<file path="src/rtl/dev_bus_arbiter_pkg.sv">
// dev_bus_arbiter_pkg: state encoding, owner constants, request record and winner selection
package dev_bus_arbiter_pkg;
  typedef enum logic [1:0] {IDLE = 2'b00, ACCESS = 2'b01, RESP = 2'b10} state_t;
  localparam logic OWN_M0 = 1'b0;
  localparam logic OWN_M1 = 1'b1;
  typedef struct packed {
    logic [31:2] addr;
    logic [31:0] wdata;
    logic        we;
    logic [3:0]  be;
  } req_t;
  // On a tie the master that did not own the previous access wins, unless fixed priority
  function automatic logic pick_winner(input logic r0, input logic r1, input logic last, input logic fixed);
    return fixed ? (r0 ? OWN_M0 : OWN_M1) : (r0 && r1) ? ~last : (r0 ? OWN_M0 : OWN_M1);
  endfunction
endpackage

</file>
<file path="src/rtl/dev_bus_arbiter.sv">
// dev_bus_arbiter: two-master arbiter for the device bus, one single-cycle access per grant
module dev_bus_arbiter
  import dev_bus_arbiter_pkg::*;
#(
  parameter int FIXED_PRI = 0
) (
  input  logic        clk,
  input  logic        rst_n,
  input  logic        m0_req,
  input  logic [31:2] m0_addr,
  input  logic [31:0] m0_wdata,
  input  logic        m0_we,
  input  logic [3:0]  m0_be,
  output logic        m0_ready,
  output logic [31:0] m0_rdata,
  input  logic        m1_req,
  input  logic [31:2] m1_addr,
  input  logic [31:0] m1_wdata,
  input  logic        m1_we,
  input  logic [3:0]  m1_be,
  output logic        m1_ready,
  output logic [31:0] m1_rdata,
  output logic [31:2] bus_addr,
  output logic [31:0] bus_wdata,
  output logic        bus_we,
  output logic [3:0]  bus_be,
  input  logic [31:0] bus_rdata,
  output logic [1:0]  grant
);
  localparam logic FIXED = (FIXED_PRI != 0);
  state_t      state, state_nx;
  logic        owner, owner_nx, last_owner, last_nx, win, other, other_req, handoff;
  req_t        rq, rq_nx, m0_rq, m1_rq;
  logic [31:0] rdata_q, rdata_nx;
  always_ff @(posedge clk or negedge rst_n) begin
    if (!rst_n) begin
      state      <= IDLE;
      owner      <= OWN_M0;
      last_owner <= OWN_M1;
      rq         <= '0;
      rdata_q    <= '0;
    end else begin
      state      <= state_nx;
      owner      <= owner_nx;
      last_owner <= last_nx;
      rq         <= rq_nx;
      rdata_q    <= rdata_nx;
    end
  end
  assign m0_rq     = '{m0_addr, m0_wdata, m0_we, m0_be};
  assign m1_rq     = '{m1_addr, m1_wdata, m1_we, m1_be};
  assign win       = pick_winner(m0_req, m1_req, last_owner, FIXED);
  assign other     = ~owner;
  assign other_req = (owner == OWN_M0) ? m1_req : m0_req;
  // Under fixed priority a still-requesting CPU must not hand the bus to master 1
  assign handoff   = other_req && !(FIXED && owner == OWN_M0 && m0_req);
  always_comb begin
    state_nx = state;
    owner_nx = owner;
    last_nx  = last_owner;
    rq_nx    = rq;
    rdata_nx = rdata_q;
    case (state)
      IDLE: if (m0_req || m1_req) begin
        state_nx = ACCESS;
        owner_nx = win;
        rq_nx    = (win == OWN_M1) ? m1_rq : m0_rq;
      end
      ACCESS: begin
        state_nx = RESP;
        rdata_nx = bus_rdata;
        last_nx  = owner;
      end
      RESP: if (handoff) begin
        state_nx = ACCESS;
        owner_nx = other;
        rq_nx    = (other == OWN_M1) ? m1_rq : m0_rq;
      end else begin
        state_nx = IDLE;
      end
      default: state_nx = IDLE;
    endcase
  end
  assign bus_addr  = (state == ACCESS) ? rq.addr  : '0;
  assign bus_wdata = (state == ACCESS) ? rq.wdata : '0;
  assign bus_we    = (state == ACCESS) && rq.we;
  assign bus_be    = (state == ACCESS) ? rq.be    : '0;
  assign grant     = (state == IDLE) ? 2'b00 : (owner == OWN_M1) ? 2'b10 : 2'b01;
  assign m0_ready  = (state == RESP) && (owner == OWN_M0);
  assign m1_ready  = (state == RESP) && (owner == OWN_M1);
  assign m0_rdata  = m0_ready ? rdata_q : '0;
  assign m1_rdata  = m1_ready ? rdata_q : '0;
endmodule

</file>
<file path="config.mk">
export PLATFORM = sky130hd
export DESIGN_NAME = dev_bus_arbiter
export DESIGN_NICKNAME = d
export VERILOG_FILES = /design/src/rtl/dev_bus_arbiter_pkg.sv /design/src/rtl/dev_bus_arbiter.sv
export SDC_FILE = /design/constraint.sdc
export NUM_CORES = 1
export LEC_CHECK = 0
export CORE_MARGIN = 2
export CORE_UTILIZATION = 40
export CTS_CLUSTER_SIZE = 25
export DETAILED_ROUTE_END_ITERATION = 6
export PLACE_DENSITY = 0.81
export SYNTH_ARGS = -nofsm -noshare
export SYNTH_HDL_FRONTEND = slang
export SYNTH_SLANG_ARGS = --single-unit
</file>
<file path="constraint.sdc">
create_clock -name clk -period 2.25 [get_ports clk]
set_input_delay 0.45 -clock clk [delete_from_list [all_inputs] [get_ports clk]]
set_output_delay 0.45 -clock clk [all_outputs]
set_load 0.05 [all_outputs]
</file>
==> flow_metrics.env, run 1 <==
export IMPL_pwr_share_clk_pct=9.7
export IMPL_power_frac_seq_pct=21.2
export IMPL_seqCellArea_um2=2580
export IMPL_pre_cts_slack_ps=-155
export IMPL_io_pins=305
export IMPL_place_area_um2=10500
export IMPL_postLayoutCellArea_um2=10800
export IMPL_numCtsBuffers=9
export IMPL_synth_area_um2=5820
export IMPL_holdBufCountCts=0
export IMPL_n_antenna_cell=0
export IMPL_setup_slack_ps=40.2
export IMPL_dieArea_um2=15500
export IMPL_startpoint_type="register"
export IMPL_drt_iter0_drc=108
export IMPL_clock_latency_ps=350
export IMPL_nets=925
export IMPL_drv_cap=0
export IMPL_grt_overflow_total=0
export IMPL_grt_pass1_wl_um=27000
export IMPL_tightestPinTransition_ps=659
export IMPL_hold_path_class="in2async"
export IMPL_status="complete, no violations"
export IMPL_end_kind="output pin"
export IMPL_grt_pass1_vias=4998
export IMPL_route_detailed_drc=0
export IMPL_cts_sinks=103
export IMPL_grt_start_max_net_pins=51
export IMPL_post_place_cells=928
export IMPL_required_ps=1800
export IMPL_power_density_nw_per_um2=1480
export IMPL_antenna_found_initial=0
export IMPL_setup_viol=0
export IMPL_wirelength_um=17100
export IMPL_place_gp_congestion=0.775
export IMPL_drive_above_1_share_pct=45.5
export IMPL_initial_core_util_pct=40.5
export IMPL_drv_slew=0
export IMPL_synth_seq_cells=103
export IMPL_viasPerCell=4.90
export IMPL_grt_total_usage_pct=22.1
export IMPL_p_total_mw=16.0
export IMPL_clock_root_buffer="clkbuf_16"
export IMPL_final_core_util_pct=75.2
export IMPL_period_share_pct=98.2
export IMPL_ys_warn_count=0
export IMPL_arrival_ps=1760
export IMPL_clock_skew_ps=5.77
export IMPL_firstDrtPassIters=4
export IMPL_critPathKind="reg2out"
export IMPL_ir_drop_mv=1.01
export IMPL_clockBufferDepth=2
export IMPL_seq_area_frac_synth_pct=44.3
export IMPL_hold_violations=0
export IMPL_internal_power_mw=9.43
export IMPL_cts_clk_slew_worst_paths_ps=70
export IMPL_numPortBuffers=304
export IMPL_fillers=882
export IMPL_slew_headroom_pct=56.0
export IMPL_finalSetupTns_ps=0
export IMPL_avgSynthCellArea_um2=12.9
export IMPL_sw_frac_of_total_pct=41.0
export IMPL_hold_slack_ps=118
export IMPL_syn_to_final_growth_pct=85.4
export IMPL_post_dp_hpwl_um=13700
export IMPL_vias=4625
export IMPL_core_area_um2=14400
export IMPL_synth_cells=453
export IMPL_tritoncts="yes"
export IMPL_rows=44
export IMPL_p_leak_nw=4.60
export IMPL_power_switching_mw=6.55
export IMPL_fmax_ghz=0.453
export IMPL_ant_nets=0
export IMPL_multi_input_area_um2=3070
export IMPL_htreeDepth=3
export IMPL_final_cells=943
export IMPL_die_h_um=125
export IMPL_yosysUniqueCellTypes=18
export IMPL_syn_nets=623
export IMPL_final_min_clock_period_ps=2210
export IMPL_crit_fanout=16
export IMPL_rsz0062_at_grt="yes"
export IMPL_routedWlPerCell_um=18.1
export IMPL_power_frac_comb_pct=69.1
export IMPL_die_w_um=125
-- cells in the mapped netlist --
library cell | instances | share of area [%]
and3b_1 | 1 | 0.15
mux2_4 | 60 | 15
buf_4 | 4 | 0.52
and2_1 | 131 | 14
a21oi_1 | 3 | 0.26
mux2_2 | 107 | 21
a31oi_4 | 1 | 0.37
nor2b_1 | 2 | 0.21
dfstp_2 | 1 | 0.45
buf_2 | 11 | 0.95
buf_6 | 5 | 0.97
dfrtp_1 | 102 | 44
a211oi_2 | 1 | 0.21
a32oi_1 | 1 | 0.15
nor2_1 | 4 | 0.26
and2b_1 | 1 | 0.13
clkbuf_1 | 14 | 0.90
nand2b_1 | 4 | 0.43
-- area by class of cell --
type / instances / area share (%)
Sequential cell: 103 / 23.9
Clock buffer: 10 / 2.12
Tap cell: 184 / 2.13
Clock inverter: 5 / 0.556
Multi-Input combinational cell: 316 / 28.4
Timing Repair Buffer: 325 / 42.9
-- power by group through the flow --
stage | clock [mW] | combinational (mW) | sequential, mW
after floorplan | 0 | 6.42 | 3.18
final | 1.55 | 11.0 | 3.39
after global placement | 0 | 10.9 | 3.35
after CTS | 1.60 | 11.1 | 3.39
after global routing | 1.68 | 11.5 | 3.53
after detailed placement | 0 | 11.1 | 3.41
-- routing by layer --
layer,up-vias,GRT usage (%),routed length [um]
li1,2129,-,-
met1,2254,24.4,6420
met2,206,40.1,9020
met3,36,5.41,1080
met4,0,10.0,560
met5,-,0,0
-- worst max-delay path: stages (launching register included) --
cell,delay (ps)
dfrtp_2,460
and2b_2,300
buf_4,250
and2_1,240
buf_12,160
-- cells in the final DEF (no fill, tap or decap), types with 4 or more instances in the layout --
cell type and count:
clkdlybuf4s50_1 168, buf_12 141, nand2b_1 4, clkbuf_16 9, and2_1 130, mux2_2 107
dfrtp_1 101, buf_4 14, mux2_4 60
-- flip-flops by register name (all words and copies together) (netlist names) --
register,count
rq,67
rdata_q,32
state,2
last_owner,1
owner,1
-- logic make-up after synthesis --
group	Yosys count	share of synthesized area, %
AOI/OAI and AO/OA	6	0.988
and+or+nand+nor	143	15.3
buffers and inverters	34	3.33
DFF	103	44.3
muxes	167	36.2
-- worst paths after layout --
path,slack (ps),cells past startpoint,to,from
setup / recovery,40,4,bus_addr[23],state[1]
hold / removal,120,1,rdata_q[26],rst_n
setup reg to reg,230,5,rq[33],state[1]
hold reg to reg,500,1,rq[4],rq[4]
max in group asynchronous,1410,2,rq[2],rst_n
min in group clk,500,1,rq[4],rq[4]
-- what timing repair did --
item,4_1_cts,5_1_grt
pin swaps,0,0
endpoints found under the setup margin,71,24
resized for setup,3,3
setup buffers,0,0
(Power assumes the default switching activity.)
==> inputs of run 2 (changes only) <==
- clock period: 2.25 -> 2.7 ns (I/O delays scaled with it)
==> run 2 against run 1 <==
Compared with the run above: final cell count fell by 0.74%; combinational power decreased by 18%; die area stayed put; via count shrank 0.84%; hold slack lost 46 ps; clock skew increased by 0.78 ps; total power shrank 18%; core utilization is 0.77 points lower; first-iteration DRC count rose by 53%; critical path type unchanged; largest power group unchanged.
==> flow_metrics.env, run 2 (synthesized netlist as in run 1, its figures left out) <==
export IMPL_fillers=909
export IMPL_startpoint_type="register"
export IMPL_post_dp_hpwl_um=13400
export IMPL_gr_usage_met3_pct=4.94
export IMPL_cts_clk_slew_worst_paths_ps=70
export IMPL_critPathKind="reg2out"
export IMPL_finalSetupTns_ps=0
export IMPL_antenna_found_initial=0
export IMPL_place_area_um2=10400
export IMPL_drt_iter0_drc=165
export IMPL_regToRegSetupSlack_ps=680
export IMPL_period_share_pct=91.4
export IMPL_reg_top3="rq: 67 flops, rdata_q: 32 flops, state: 2 flops"
export IMPL_post_cts_buffers=0
export IMPL_core_area_um2=14400
export IMPL_drive_above_1_share_pct=43.9
export IMPL_p_leak_nw=4.54
export IMPL_layout_commonest_cell="clkdlybuf4s50_1"
export IMPL_setup_viol=0
export IMPL_grt_overflow_total=0
export IMPL_dieArea_um2=15500
export IMPL_place_gp_congestion=0.863
export IMPL_drv_cap=0
export IMPL_hold_path_class="in2async"
export IMPL_end_kind="output pin"
export IMPL_required_ps=2160
export IMPL_clockBufferDepth=2
export IMPL_grt_pass1_vias=5017
export IMPL_final_min_clock_period_ps=2470
export IMPL_syn_to_final_growth_pct=83.5
export IMPL_pre_cts_slack_ps=190
export IMPL_htreeDepth=3
export IMPL_routedWlPerCell_um=18.2
export IMPL_ir_drop_mv=0.683
export IMPL_postLayoutCellArea_um2=10700
export IMPL_seqCellArea_um2=2580
export IMPL_tritoncts="yes"
export IMPL_holdBufCountCts=0
export IMPL_n_antenna_cell=0
export IMPL_nets=917
export IMPL_initial_core_util_pct=40.5
export IMPL_firstDrtPassIters=4
export IMPL_tightestPinTransition_ps=542
export IMPL_arrival_ps=1930
export IMPL_die_w_um=125
export IMPL_cts_resized=0
export IMPL_grt_use_met2_pct=41.2
export IMPL_route_detailed_drc=0
export IMPL_rows=44
export IMPL_numPortBuffers=304
export IMPL_grt_busiest_layer="met2"
export IMPL_hold_violations=0
export IMPL_rsz0062_at_grt="no"
export IMPL_largest_register_ffs=67
export IMPL_fmax_ghz=0.405
export IMPL_final_cell_mix="clkdlybuf4s50_1, buf_12, and2_1"
export IMPL_grt_util_met1_pct=25.2
export IMPL_grt_total_usage_pct=22.3
export IMPL_regMostFlops="rq"
export IMPL_die_h_um=125
export IMPL_clock_skew_ps=6.55
export IMPL_slew_headroom_pct=63.7
export IMPL_cts_sinks=103
export IMPL_wirelength_um=17000
export IMPL_setup_slack_ps=232
export IMPL_io_pins=305
export IMPL_crit_fanout=7
export IMPL_grt_start_max_net_pins=51
export IMPL_multi_input_area_um2=3060
export IMPL_ant_nets=0
export IMPL_clock_latency_ps=350
export IMPL_clock_root_buffer="clkbuf_16"
export IMPL_numCtsBuffers=9
export IMPL_hold_slack_ps=72.0
export IMPL_grt_pass1_wl_um=27200
export IMPL_viasPerCell=4.90
export IMPL_p_total_mw=13.1
export IMPL_status="complete, no violations"
export IMPL_power_density_nw_per_um2=1230
export IMPL_drv_slew=0
export IMPL_vias=4586
run 2: changes by cell type in the layout (fill, tap and decap cells not counted), sizes merged:
cell           previous run  this run
clkinv                    3         0
clkdlybuf4s50           168       170
buf                     157       147
bufinv                    1         0
clkbuf                   10        15
run 2: where the power goes:
| group | switching, mW | internal, mW |
|---|---|---|
| Clock | 0.545 | 0.678 |
| Sequential | 0.487 | 2.36 |
| Combinational | 4.38 | 4.66 |
| Total | 5.42 | 7.70 |
run 2: worst max-delay path, stage by stage, from the launching register on:
cell,delay (ps)
dfrtp_1,480
nor2_1,110
nor2_1,160
clkdlybuf4s50_1,840
run 2: through the flow:
step | std cells | util, %
6_report | 936 | 74.4
2_1_floorplan | 453 | -
5_1_grt | 936 | 74.4
4_1_cts | 936 | 74.4
3_3_place_gp | 920 | 72.5
3_5_place_dp | 920 | 72.5
run 2: cell type report:
| cell class | count | area share [%] |
|---|---|---|
| clock buffers | 15 | 2.50 |
| multi-input cells | 316 | 28.6 |
| repair buffers | 317 | 42.5 |
| clock inverters | 1 | 0.0702 |
| well taps | 184 | 2.15 |
| flip-flops and latches | 103 | 24.1 |
run 2: metal layers:
layer / up-vias / part of all wire [%] / wire, um
met2: 198 / 54 / 9130
met3: 25 / 6.5 / 1110
li1: 2120 / - / -
met5: - / 0 / 0
met1: 2243 / 38 / 6440
met4: 0 / 2.1 / 359
run 2: worst paths after layout:
check / start / endpoint / cells after the start
max reg2reg: state[0] / rq[33] / 5
min: rst_n / rdata_q[20] / 1
max: state[1] / grant[0] / 3
min in group clk: rq[46] / rq[46] / 1
max in group asynchronous: rst_n / last_owner / 2
min reg2reg: rq[46] / rq[46] / 1
